==> src/rtl/riscv_fetch.sv <==
// riscv_fetch: instruction fetch unit for the single-issue RISC-V core.
//
// Issues one word fetch at a time over a req/gnt/rvalid memory interface.
// The returned word is held on a valid/ready output until it is consumed.
// On that handshake the next PC is taken from pc_sel_i: 00/11 -> PC+4,
// 01 -> branch_target_i, 10 -> jump_target_i.
//
// Optional feature macro: RISCV_FETCH_MISALIGN_TRAP_EN
//   undefined : bits [1:0] of the selected next PC are silently cleared
//   defined   : a misaligned next PC raises fetch_misalign_o and parks the
//               unit in HALT (the faulting target stays on imem_addr_o);
//               only reset leaves HALT
//
// Ports:
//   clk, reset                 core clock, synchronous active-high reset
//   imem_req_o / imem_addr_o   fetch request (held until granted) and address
//   imem_gnt_i                 memory accepts the request
//   imem_rvalid_i/imem_rdata_i returned instruction word
//   instr_valid_o/instr_ready_i output handshake
//   instr_o, instr_op_o, instr_funct3_o, instr_funct7_o  word and field slices
//   instr_pc_o, pc4_o          PC of instr_o and PC+4
//   pc_sel_i, branch_target_i, jump_target_i  next-PC selection
//   fetch_count_o              instructions delivered (wraps)
//   fetch_misalign_o           misaligned-target trap (feature build only)
//
// state | meaning
// ------+-------------------------------------------------------
// REQ   | request asserted at pc, waiting for gnt
// WAIT  | request granted, waiting for rvalid
// VALID | instruction presented, waiting for ready
// HALT  | misaligned target trapped (feature build only)

module riscv_fetch #(
    parameter int              XLEN     = 32,
    parameter logic [XLEN-1:0] RESET_PC = '0
) (
    input  logic            clk,
    input  logic            reset,
    output logic            imem_req_o,
    output logic [XLEN-1:0] imem_addr_o,
    input  logic            imem_gnt_i,
    input  logic            imem_rvalid_i,
    input  logic [31:0]     imem_rdata_i,
    output logic            instr_valid_o,
    input  logic            instr_ready_i,
    output logic [31:0]     instr_o,
    output logic [6:0]      instr_op_o,
    output logic [2:0]      instr_funct3_o,
    output logic [6:0]      instr_funct7_o,
    output logic [XLEN-1:0] instr_pc_o,
    output logic [XLEN-1:0] pc4_o,
    input  logic [1:0]      pc_sel_i,
    input  logic [XLEN-1:0] branch_target_i,
    input  logic [XLEN-1:0] jump_target_i,
`ifdef RISCV_FETCH_MISALIGN_TRAP_EN
    output logic            fetch_misalign_o,
`endif
    output logic [31:0]     fetch_count_o
);

`ifdef RISCV_FETCH_MISALIGN_TRAP_EN
    typedef enum logic [1:0] {S_REQ, S_WAIT, S_VALID, S_HALT} state_t;
`else
    typedef enum logic [1:0] {S_REQ, S_WAIT, S_VALID} state_t;
`endif

    state_t          state;
    logic [XLEN-1:0] pc;
    logic [XLEN-1:0] sel_pc;
    logic [XLEN-1:0] next_pc;

    assign imem_addr_o    = pc;
    assign pc4_o          = instr_pc_o + XLEN'(4);
    assign instr_op_o     = instr_o[6:0];
    assign instr_funct3_o = instr_o[14:12];
    assign instr_funct7_o = instr_o[31:25];

    always_comb begin
        sel_pc = pc4_o;
        case (pc_sel_i)
            2'b01:   sel_pc = branch_target_i;
            2'b10:   sel_pc = jump_target_i;
            default: sel_pc = pc4_o;
        endcase
    end

`ifdef RISCV_FETCH_MISALIGN_TRAP_EN
    // Keep the raw target so a fault leaves the offending address visible.
    assign next_pc = sel_pc;
`else
    assign next_pc = sel_pc & ~XLEN'(3);
`endif

    always_ff @(posedge clk) begin
        if (reset) begin
            state         <= S_REQ;
            pc            <= RESET_PC;
            imem_req_o    <= 1'b0;
            instr_valid_o <= 1'b0;
            instr_o       <= '0;
            instr_pc_o    <= '0;
            fetch_count_o <= '0;
`ifdef RISCV_FETCH_MISALIGN_TRAP_EN
            fetch_misalign_o <= 1'b0;
`endif
        end else begin
            case (state)
                S_REQ: begin
                    // req is registered, so the first post-reset cycle only
                    // raises it; a gnt is honoured only while req is high.
                    imem_req_o <= 1'b1;
                    if (imem_req_o && imem_gnt_i) begin
                        imem_req_o <= 1'b0;
                        state      <= S_WAIT;
                    end
                end
                S_WAIT: begin
                    if (imem_rvalid_i) begin
                        instr_o       <= imem_rdata_i;
                        instr_pc_o    <= pc;
                        instr_valid_o <= 1'b1;
                        state         <= S_VALID;
                    end
                end
                S_VALID: begin
                    if (instr_ready_i) begin
                        instr_valid_o <= 1'b0;
                        fetch_count_o <= fetch_count_o + 32'd1;
                        pc            <= next_pc;
`ifdef RISCV_FETCH_MISALIGN_TRAP_EN
                        if (next_pc[1:0] != 2'b00) begin
                            fetch_misalign_o <= 1'b1;
                            state            <= S_HALT;
                        end else begin
                            imem_req_o <= 1'b1;
                            state      <= S_REQ;
                        end
`else
                        imem_req_o <= 1'b1;
                        state      <= S_REQ;
`endif
                    end
                end
                default: begin
                    // HALT: idle until reset.
                    imem_req_o    <= 1'b0;
                    instr_valid_o <= 1'b0;
                end
            endcase
        end
    end

endmodule
==> config.mk <==
export PLATFORM = sky130hd
export DESIGN_NAME = riscv_fetch
export DESIGN_NICKNAME = d
export VERILOG_FILES = /design/src/rtl/riscv_fetch.sv
export SDC_FILE = /design/constraint.sdc
export NUM_CORES = 1
export LEC_CHECK = 0
export CORE_MARGIN = 2
export CORE_UTILIZATION = 43
export CTS_BUF_LIST = sky130_fd_sc_hd__clkbuf_2 sky130_fd_sc_hd__clkbuf_4 sky130_fd_sc_hd__clkbuf_8
export CTS_CLUSTER_DIAMETER = 120
export DETAILED_ROUTE_END_ITERATION = 12
export GPL_ROUTABILITY_DRIVEN = 0
export PLACE_DENSITY = 0.91
export SLEW_MARGIN = 40
export SYNTH_ARGS = -nofsm -noshare
export SYNTH_HDL_FRONTEND = slang
export SYNTH_SLANG_ARGS = --single-unit
export TNS_END_PERCENT = 20
==> constraint.sdc <==
create_clock -name clk -period 3.1 [get_ports clk]
set_clock_uncertainty 0.1 [all_clocks]
set_input_delay 0.465 -clock clk [delete_from_list [all_inputs] [get_ports clk]]
set_output_delay 0.465 -clock clk [all_outputs]
set_load 0.03 [all_outputs]
==> results.ini <==
[outcome]
run_status=completed

[layout]
areaGrowthSynthToFinish_pct=54.5
fin_area_um2=9580
post-route-util_pct=68.5
n_antenna_cell=0
fillCellCount=1078
final_nets=1140
final_common_cell=clkdlybuf4s50_1
final_cell_mix=clkdlybuf4s50_1 (251), nand2_1 (174), dfxtp_1 (124)
drive_gt1_share_pct=10.6

[cts]
clock_latency_ns=0.44
cts.sinks=128
clk_pin_slew_ns=0.07
cts_root_buffer=clkbuf_8
cts_hold_buffers=0
htreeDepth=4
clk_path_buf_depth=2
cts_buffers=17
cts_tree=yes

[setup_path]
crit_type=reg2out
r2r-end=fetch_count_o[31]
critPathLaunch=instr_pc_o[2]
critPathBufInv=1
rr_worst_depth=7
crit_path_max_incr_delay_ns=0.63
critical_path_arrival_ns=2.48
worstSetupEndpointType=primary output
cp_slowest_cell=or4_4
crit_fanout=6
start_kind=flop
path_cells=ha_4, nand2_2, or4_4, nor4_4, xor2_1, buf_4
reg2reg_setup_slack_ns=0.66
worst_path_dominant_cell_family=simple AND/OR/NAND/NOR gates
required_ns=2.53
r2r_start=state[0]

[logic_synthesis]
yosys_register_bits=128
yosysSeqAreaShare_pct=41.3
synthArstFlopShare_pct=0
syn_area_um2=6200
ys.flop_type=dfxtp_1
synth.avg_cell_area_um2=7.99
yosysWarnings=0
ys_types=56
synth_cells=776
synth_edf_count=0

[drt]
highest_layer=met4
routed_wirelength_um=20900
postRouteAntennaNets=0
wl_met2_um=10300
dr_wl_met3_um=1550
drt_first_pass_iters=5
avgViaCountPerCell=5.50
num_vias=6721
m1WireLength_um=8440
drtIter0Drc=534
drcViolationCount=0
wl_per_cell_um=17.1

[floorplanning]
io_pins=282
initial_core_util_pct=44.3
die-area_um2=15400
die_x_um=124
rows=43
die_h_um=124
core_um2=14000

[placement]
post-place-ws_ns=0.134
place_area_um2=9020
dp_hpwl_um=15100
place.port_buffers=271

[power]
power.total_mw=4.53
peakVddDrop_mv=0.359
power.leakage_nw=3.51
power.density_nw_per_um2=473

[timing]
setup_viol_count_final=0
holdWs_ns=0.355
slew_violations=0
fin_ws_ns=0.0501
fin_crit_ns=3.05
fmax_mhz=328
rsz0062_at_grt=true
fin_crit_sh_pct=98.4
hold_viol_final=0
max-slew-margin-rel_pct=52.0
tightest_slew_ns=0.713

[global_route]
grt_pass1_vias=5956
grt.overflow.total=0
antenna_found_initial=0
grt_pass1_wl_um=30900
grt_max_degree=69
grtUsageTotal_pct=26.0

[hold_path]
hold_path_depth=2
min-delay-path-class=reg2reg
min_from=instr_o[9]
min_to=instr_o[9]

[run]
drv_cap=0

-- metrics by stage --
stage	setup TNS, ns	cells
after floorplan	0	781
after CTS	-0.100	1219
after global placement	0	1184
after global routing	-0.0595	1221
final	0	1221
after detailed placement	0	1184
-- state kept, by name (all words and copies together), names as in the netlist --
register       cells
fetch_count_o     32
instr_o           32
imem_addr_o       30
instr_pc_o        30
state              2
imem_req_o         1
instr_valid_o      1
-- where the power goes --
part	switching, mW	total (mW)	internal [mW]	leakage [nW]
clock	0.654	1.61	0.956	0.233
combinational	0.652	1.12	0.466	2.24
sequential	0.0691	1.80	1.73	1.04
total	1.38	4.53	3.16	3.51
-- Yosys cell counts (all sizes together), types with 7 or more instances --
cell type  count  share of area, %
nand2        176                11
dfxtp        128                41
a21oi         75               6.1
nor2          54               3.3
clkbuf        46               2.8
buf           33               3.5
xnor2         32               4.6
xor2          24               3.4
a221oi        23               3.2
nor3          22               1.9
nand3         21               1.7
inv           16              0.97
o21ai         16               1.3
nand4         13               1.8
nor4          12               1.7
ha             9               1.8
a221o          7               1.1
and4           7              0.99
-- worst max-delay path by stage --
stage / cells past startpoint / endpoint / slack [ns]
5_1_grt: 6 / pc4_o[30] / -0.04
3_3_place_gp: 5 / pc4_o[23] / 0.14
4_1_cts: 6 / pc4_o[22] / -0.03
2_1_floorplan: 5 / pc4_o[22] / 0.16
6_report: 6 / pc4_o[30] / 0.05
3_5_place_dp: 5 / pc4_o[23] / 0.13
-- per-layer routing --
metal / track usage (%) / vias to the layer above
li1: - / 3172
met1: 32.0 / 3193
met2: 44.1 / 311
met3: 5.72 / 45
met4: 10.2 / 0
met5: 0 / -
-- logic make-up after synthesis --
family | Yosys count | synth area share (%)
AO/OA/AOI/OAI | 160 | 17.1
multiplexers | 2 | 0.323
XOR/XNOR | 56 | 8.03
AND/OR/NAND/NOR | 325 | 24.1
adder cells (fa/ha/maj) | 9 | 1.82
buffers and inverters | 95 | 7.28
other | 1 | 0.0605
flip-flops | 128 | 41.3
-- worst min-delay path: cells and delay by family, from the launching register on --
kind | cells | cell delay, ns
flip-flops | 1 | 0.31
AND/OR/NAND/NOR | 1 | 0.05
AO/OA/AOI/OAI | 1 | 0.05
-- area by class of cell --
class	count	area (µm²)	area share (%)
Timing Repair Buffer	307	2990	31.3
Clock inverter	10	158	1.65
Sequential cell	128	2570	26.8
Clock buffer	22	290	3.03
Tap cell	180	225	2.35
Inverter	16	60.1	0.627
Multi-Input combinational cell	558	3280	34.3
-- what timing repair did --
item,CTS,global route
gates resized for setup,10,11
pin swaps,1,6
endpoints found under the setup margin,11,11
setup buffers,3,2
Power figures use the tool's default switching activity.
